**config.mk**
```make
export PLATFORM = sky130hd
export DESIGN_NAME = ora_misr_session_flat
export DESIGN_NICKNAME = d
export VERILOG_FILES = /design/src/rtl/ora_misr_session_pkg.sv /design/src/rtl/ora_misr_session_if.sv /design/src/rtl/ora_misr_session_misr_core.sv /design/src/rtl/ora_misr_session.sv /design/src/flat_wrapper.sv
export SDC_FILE = /design/constraint.sdc
export NUM_CORES = 1
export LEC_CHECK = 0
export CORE_ASPECT_RATIO = 1.5
export CORE_MARGIN = 2
export CORE_UTILIZATION = 55
export CTS_CLUSTER_SIZE = 20
export DETAILED_ROUTE_END_ITERATION = 8
export DONT_BUFFER_PORTS = 1
export PLACE_DENSITY_LB_ADDON = 0.1
export SLEW_MARGIN = 40
export SYNTH_ARGS = -nofsm -noshare
export SYNTH_HDL_FRONTEND = slang
export SYNTH_SLANG_ARGS = --single-unit
export TNS_END_PERCENT = 30
```
**constraint.sdc**
```tcl
create_clock -name clock -period 1.72 [get_ports clock]
set_input_delay 0.344 -clock clock [delete_from_list [all_inputs] [get_ports clock]]
set_output_delay 0.344 -clock clock [all_outputs]
set_load 0.05 [all_outputs]
```
**src/rtl/ora_misr_session_pkg.sv**
```systemverilog
// -----------------------------------------------------------------------------
// ora_pkg
// Shared definitions for the MISR output response analyser:
//   - state_e : session controller states (IDLE / COMPACT / COMPARE)
//   - POLY4/POLY8/POLY16 : common primitive feedback polynomials, bit i is the
//     coefficient of x^i with the x^WIDTH term implicit.
// -----------------------------------------------------------------------------
package ora_pkg;

    typedef enum logic [1:0] {
        IDLE    = 2'd0,
        COMPACT = 2'd1,
        COMPARE = 2'd2
    } state_e;

    localparam logic [3:0]  POLY4  = 4'b0011;    // x^4  + x + 1
    localparam logic [7:0]  POLY8  = 8'h1D;      // x^8  + x^4 + x^3 + x^2 + 1
    localparam logic [15:0] POLY16 = 16'h002D;   // x^16 + x^5 + x^3 + x^2 + 1

endpackage

```
**src/rtl/ora_misr_session_if.sv**
```systemverilog
// -----------------------------------------------------------------------------
// ora_misr_session_if
// Session and response bus of the output response analyser.
//   start/pattern_count/golden : session request from the BIST controller
//   data_valid/datain          : CUT response word stream
//   signature/busy/done/pass   : analyser status and verdict
// Modports: master drives requests and responses, slave is the analyser.
// -----------------------------------------------------------------------------
interface ora_misr_session_if #(
    parameter int WIDTH    = 4,
    parameter int IN_WIDTH = 2,
    parameter int CNT_W    = 8
) ();

    logic                start;
    logic [CNT_W-1:0]    pattern_count;
    logic [WIDTH-1:0]    golden;
    logic                data_valid;
    logic [IN_WIDTH-1:0] datain;
    logic [WIDTH-1:0]    signature;
    logic                busy;
    logic                done;
    logic                pass;

    modport master (
        output start, pattern_count, golden, data_valid, datain,
        input  signature, busy, done, pass
    );

    modport slave (
        input  start, pattern_count, golden, data_valid, datain,
        output signature, busy, done, pass
    );

endinterface

```
**src/rtl/ora_misr_session_misr_core.sv**
```systemverilog
// -----------------------------------------------------------------------------
// misr_core
// Galois-form multiple-input signature register. Each enabled cycle computes
//   sig <- sig * x + din  (mod P(x)),  P(x) = x^WIDTH + POLY
// with din zero-extended to WIDTH bits.
// Ports:
//   clock  : rising-edge clock
//   reset  : asynchronous active-low reset, loads SEED
//   load   : synchronous reload of SEED (has priority over enable)
//   enable : compact din into the signature this cycle
//   din    : response word, IN_WIDTH bits
//   sig    : registered signature
// -----------------------------------------------------------------------------
module misr_core #(
    parameter int               WIDTH    = 4,
    parameter int               IN_WIDTH = 2,
    parameter logic [WIDTH-1:0] POLY     = 4'b0011,
    parameter logic [WIDTH-1:0] SEED     = '0
) (
    input  logic                clock,
    input  logic                reset,
    input  logic                load,
    input  logic                enable,
    input  logic [IN_WIDTH-1:0] din,
    output logic [WIDTH-1:0]    sig
);

    logic [WIDTH-1:0] sig_q;
    logic [WIDTH-1:0] sig_d;
    logic [WIDTH-1:0] din_ext;
    logic [WIDTH-1:0] feedback;
    logic             msb;

    assign msb     = sig_q[WIDTH-1];
    assign din_ext = WIDTH'(din);

    // Bit 0 always takes the MSB back; higher taps follow POLY.
    assign feedback = {POLY[WIDTH-1:1] & {(WIDTH-1){msb}}, msb};

    // NOTE: every signal written in always_comb gets a default first, so no
    // path leaves it unassigned and no latch is inferred.
    always_comb begin
        sig_d = sig_q;
        if (load) begin
            sig_d = SEED;
        end else if (enable) begin
            sig_d = {sig_q[WIDTH-2:0], 1'b0} ^ feedback ^ din_ext;
        end
    end

    // NOTE: sequential state uses non-blocking assignments so every register
    // samples its pre-edge inputs regardless of block ordering.
    always_ff @(posedge clock or negedge reset) begin
        if (!reset) begin
            sig_q <= SEED;
        end else begin
            sig_q <= sig_d;
        end
    end

    assign sig = sig_q;

endmodule

```
**src/rtl/ora_misr_session.sv**
```systemverilog
// -----------------------------------------------------------------------------
// ora_misr_session
// MISR output response analyser with a test-session controller. A session is
// opened by start in IDLE, compacts pattern_count response words (stalling
// while data_valid is low), then compares the signature against golden and
// pulses done with the verdict on pass.
// Ports:
//   clock : rising-edge clock
//   reset : asynchronous active-low reset; aborts a session without done
//   bus   : ora_misr_session_if.slave
//           start/pattern_count/golden in, data_valid/datain in,
//           signature/busy/done/pass out (all registered)
// -----------------------------------------------------------------------------
module ora_misr_session
    import ora_pkg::*;
#(
    parameter int               WIDTH    = 4,
    parameter int               IN_WIDTH = 2,
    parameter logic [WIDTH-1:0] POLY     = POLY4,
    parameter logic [WIDTH-1:0] SEED     = '0,
    parameter int               CNT_W    = 8
) (
    input  logic                clock,
    input  logic                reset,
    ora_misr_session_if.slave   bus
);

    state_e             state_q, state_d;
    logic [CNT_W-1:0]   cnt_q, cnt_d;
    logic [CNT_W-1:0]   target_q, target_d;
    logic [WIDTH-1:0]   golden_q, golden_d;
    logic               busy_q, busy_d;
    logic               done_q, done_d;
    logic               pass_q, pass_d;

    logic               misr_load;
    logic               misr_enable;
    logic [WIDTH-1:0]   sig;

    misr_core #(
        .WIDTH    (WIDTH),
        .IN_WIDTH (IN_WIDTH),
        .POLY     (POLY),
        .SEED     (SEED)
    ) u_misr (
        .clock  (clock),
        .reset  (reset),
        .load   (misr_load),
        .enable (misr_enable),
        .din    (bus.datain),
        .sig    (sig)
    );

    always_comb begin
        state_d     = state_q;
        cnt_d       = cnt_q;
        target_d    = target_q;
        golden_d    = golden_q;
        pass_d      = pass_q;
        misr_load   = 1'b0;
        misr_enable = 1'b0;

        case (state_q)
            IDLE: begin
                if (bus.start) begin
                    misr_load = 1'b1;
                    target_d  = bus.pattern_count;
                    golden_d  = bus.golden;
                    cnt_d     = '0;
                    pass_d    = 1'b0;
                    state_d   = (bus.pattern_count == '0) ? COMPARE : COMPACT;
                end
            end
            COMPACT: begin
                if (bus.data_valid) begin
                    misr_enable = 1'b1;
                    // Exit on equality: the counter never needs to pass the
                    // target, so it cannot wrap even at the maximum count.
                    cnt_d = cnt_q + CNT_W'(1);
                    if (cnt_d == target_q) begin
                        state_d = COMPARE;
                    end
                end
            end
            COMPARE: begin
                // The signature is stable here: the last word landed on the
                // edge that entered this state.
                pass_d  = (sig == golden_q);
                state_d = IDLE;
            end
            default: begin
                state_d = IDLE;
            end
        endcase

        busy_d = (state_d != IDLE);
        done_d = (state_q == COMPARE);
    end

    always_ff @(posedge clock or negedge reset) begin
        if (!reset) begin
            state_q  <= IDLE;
            cnt_q    <= '0;
            target_q <= '0;
            golden_q <= '0;
            busy_q   <= 1'b0;
            done_q   <= 1'b0;
            pass_q   <= 1'b0;
        end else begin
            state_q  <= state_d;
            cnt_q    <= cnt_d;
            target_q <= target_d;
            golden_q <= golden_d;
            busy_q   <= busy_d;
            done_q   <= done_d;
            pass_q   <= pass_d;
        end
    end

    assign bus.signature = sig;
    assign bus.busy      = busy_q;
    assign bus.done      = done_q;
    assign bus.pass      = pass_q;

endmodule
```
**src/flat_wrapper.sv**
```systemverilog
// flat-port wrapper written by rule: the top's interface ports become plain ports
module ora_misr_session_flat import ora_pkg::*;
#(
    parameter int               WIDTH    = 4,
    parameter int               IN_WIDTH = 2,
    parameter logic [WIDTH-1:0] POLY     = POLY4,
    parameter logic [WIDTH-1:0] SEED     = '0,
    parameter int               CNT_W    = 8
)
  (clock, reset, bus_start, bus_pattern_count, bus_golden, bus_data_valid, bus_datain, bus_signature, bus_busy, bus_done, bus_pass);
  ora_misr_session_if #(.WIDTH(WIDTH), .IN_WIDTH(IN_WIDTH), .CNT_W(CNT_W)) bus_i ();
  input  logic clock;
  input  logic reset;
  input wire logic [$bits(bus_i.start)-1:0] bus_start;
  input wire logic [$bits(bus_i.pattern_count)-1:0] bus_pattern_count;
  input wire logic [$bits(bus_i.golden)-1:0] bus_golden;
  input wire logic [$bits(bus_i.data_valid)-1:0] bus_data_valid;
  input wire logic [$bits(bus_i.datain)-1:0] bus_datain;
  output wire logic [$bits(bus_i.signature)-1:0] bus_signature;
  output wire logic [$bits(bus_i.busy)-1:0] bus_busy;
  output wire logic [$bits(bus_i.done)-1:0] bus_done;
  output wire logic [$bits(bus_i.pass)-1:0] bus_pass;
  assign bus_i.start = bus_start;
  assign bus_i.pattern_count = bus_pattern_count;
  assign bus_i.golden = bus_golden;
  assign bus_i.data_valid = bus_data_valid;
  assign bus_i.datain = bus_datain;
  assign bus_signature = bus_i.signature;
  assign bus_busy = bus_i.busy;
  assign bus_done = bus_i.done;
  assign bus_pass = bus_i.pass;
  ora_misr_session #(.WIDTH(WIDTH), .IN_WIDTH(IN_WIDTH), .POLY(POLY), .SEED(SEED), .CNT_W(CNT_W)) u_core (.clock(clock), .reset(reset), .bus(bus_i));
endmodule
```
==> impl_metrics.ini <==
[status]
status = finished clean

[final_layout]
multi_input_area_um2 = 719
synthToLayoutAreaGrowth_pct = 12.0
final_layout_size_suffix_gt1_share_pct = 22.1
n_antenna_cell = 0
regArea_um2 = 726
fin_area_um2 = 1640
fill_cells = 199
fin_nets = 167

[synthesis]
synth_top_family_by_area = simple AND/OR/NAND/NOR gates
syn_inst = 136
synth.distinct_cells = 35
ys_seq_elements = 29
postSynthAreaPerCell_um2 = 10.8
synth.mux.area_fraction_pct = 9.15
syn_nets = 155
synth_area_um2 = 1460
yosysSeqAreaShare_pct = 49.6
synth_simple_gate_area_share_pct = 15.3
synth_fa_ha_area_share_pct = 0.855
synth_xor_area_share_pct = 11.4
synth_compound_area_share_pct = 12.0
synth_warnings = 0

[detailed_routing]
drcViolationCount = 0
ant_nets = 0
vias_per_cell = 5.94
wl_per_cell_um = 16.7
vias = 1028
first_pass_iters = 4
drtIter0Drc = 25
finalWirelength_mm = 2.89

[clocking]
cts_num_sinks = 29
numCtsBuffers = 5
cts-root-buf = clkbuf_4
tritoncts = built
h-tree-depth = 2
path_clk_slew_ns = 0.08
clockBufferDepth = 2
clk_latency_ns = 0.34

[setup_path]
critPathSlowestCell = dfrtp_1
max_stage_delay_ns = 0.37
arrival_ns = 1.79
worstPathCellList = ha_2, and3_1, nand3_1, o22a_1, nor2_1, a311oi_1
cp_max_fo = 7
startpoint_type = flop
cp-end-kind = flop
cp.required_ns = 1.92
crit_type = flop to flop

[floorplan]
fp.dieH_um = 67.2
num_rows = 22
dieArea_um2 = 3100
die_w_um = 46.1
coreArea_um2 = 2480
io_pins = 25
initial_core_util_pct = 59.1

[place]
dp_hpwl_mm = 2.10
routabilityCongestion = 0.840
portBuffers = 0
postPlaceCellArea_um2 = 1540

[sta]
min_period_ns = 1.58
fmax_mhz = 632
finalHoldViolCount = 0
slew_headroom_pct = 68.1
skew_ns = 0.0168
setup_tns_ns = 0
period_share_pct = 92.1
setup_viol = 0
rsz0062_at_grt = no
max_slew.worst_pin.slew_ns = 0.474
maxSlewViolCount = 0

[global_route]
grt_max_degree = 30
grt_pass1_wl_mm = 4.86
grt.total_usage_pct = 22.5
grt_pass1_vias = 1079
grt.overflow.total = 0
antenna_found_initial = 0

[power]
leakage_uw = 0.000708
vdd_drop_max_mv = 0.992
pwr_density_cell_nw_per_um2 = 1750

[worst_hold_path]
worstHoldPathType = input pin to flop

[flow_run]
drv_cap = 0
## cell usage after synthesis, drive strengths merged
master / number / share of area, %
nand2: 14 / 3.6
nand4: 1 / 0.43
o211a: 1 / 0.68
a21boi: 1 / 0.51
a2bb2oi: 1 / 1.0
and3: 2 / 0.85
o21ai: 12 / 4.1
mux2: 11 / 8.5
a31o: 1 / 0.60
clkbuf: 2 / 0.51
mux2i: 1 / 0.68
buf: 3 / 1.0
a311oi: 1 / 0.60
and3b: 1 / 0.60
dfrtp: 29 / 50
nand3: 4 / 1.4
o41ai: 1 / 0.60
nor3b: 1 / 0.51
and2: 1 / 0.43
xnor2: 8 / 4.8
nor2b: 1 / 0.43
nand3b: 2 / 1.0
a22o: 1 / 0.60
xor2: 11 / 6.6
o22a: 1 / 0.60
nor4: 4 / 2.7
a21oi: 3 / 1.0
inv: 1 / 0.26
nor3: 1 / 0.34
ha: 1 / 0.85
o2111ai: 1 / 0.60
o31ai: 2 / 1.0
nor2: 11 / 3.0
## layout make-up
cell class	count	area share (%)
Sequential cell	29	44.3
Multi-Input combinational cell	101	43.9
Timing Repair Buffer	10	5.50
Clock buffer	7	3.97
Tap cell	24	1.83
Clock inverter	1	0.305
Inverter	1	0.229
## worst max-delay path: cells and delay by family (launching register included)
family | cells | cell delay, ns
AO/OA/AOI/OAI | 2 | 0.32
adder cells (fa/ha/maj) | 1 | 0.24
AND/OR/NAND/NOR | 3 | 0.52
flip-flops | 1 | 0.37
## where the power goes
part / internal, uW / total, uW / switching, uW / leakage [uW]
combinational: 547 / 1190 / 646 / 0.000304
sequential: 929 / 1200 / 272 / 0.000362
clock: 236 / 476 / 239 / 0.0000413
total: 1710 / 2870 / 1160 / 0.000708
## layout by cell type, fill, tap and decap left out, drive strengths merged, types with 2 or more instances in the layout
master  synthesis  final
a21oi           3      3
and3            2      2
buf             3      9
clkbuf          2      7
dfrtp          29     29
mux2           11     11
nand2          14     14
nand3           4      4
nand3b          2      2
nor2           11     11
nor4            4      4
o21ai          12     12
o31ai           2      2
xnor2           8      8
xor2           11     11
## routing by layer
layer,global-route usage [%],vias up,part of all wire (%)
met4,9.64,0,1.9
met2,38.0,21,53
li1,-,509,-
met3,8.29,6,5.5
met1,24.5,492,40
met5,0,-,0
## flip-flops by register name (all words and copies together) (netlist names)
| register | count |
|---|---|
| u_core.cnt_q | 8 |
| u_core.target_q | 8 |
| u_core.bus.done | 1 |
| u_core.state_q | 2 |
| u_core.bus.pass | 1 |
| u_core.bus.busy | 1 |
| u_core.golden_q | 4 |
| u_core.u_misr.sig | 4 |
## stage by stage
step	hold slack, ns	utilization [%]	std cells	setup WS [ns]	power [uW]
final	0.134	66.2	173	0.137	2870
after global routing	0.129	66.2	173	0.0133	3060
after CTS	0.120	66.1	173	0.0904	2900
after detailed placement	0.0491	62.0	163	0.100	2400
after global placement	0.0490	62.0	163	0.140	2360
after floorplan	0.0484	-	136	0.130	2110
## logic make-up (layout without fill, tap and decap cells)
family / Yosys count / in the layout
xor gates and xnor gates: 19 / 19
adders and majority gates: 1 / 1
muxes: 12 / 12
DFF: 29 / 29
and+or+nand+nor: 43 / 43
AOI/OAI and AO/OA: 26 / 26
buffers and inverters: 6 / 19
## path summary, 6_finish.rpt
| check | cells past startpoint | slack [ns] | startpoint | to |
|---|---|---|---|---|
| max in group asynchronous | 2 | 1.12 | reset | u_core.bus.pass |
| min in group asynchronous | 2 | 0.43 | reset | u_core.cnt_q[4] |
| max | 6 | 0.14 | u_core.cnt_q[1] | u_core.state_q[0] |
| max reg2reg | 6 | 0.14 | u_core.cnt_q[1] | u_core.state_q[0] |
| min | 2 | 0.13 | bus_pattern_count[2] | u_core.target_q[2] |
| min reg2reg | 1 | 0.53 | u_core.cnt_q[7] | u_core.cnt_q[7] |
## repair_timing
action                                  CTS  global route
endpoints found under the hold margin    29             0
hold buffers                              2             0
gates resized for setup                   0             1
endpoints found under the setup margin    0             2
setup buffers                             0             0
(Power assumes the default switching activity.)
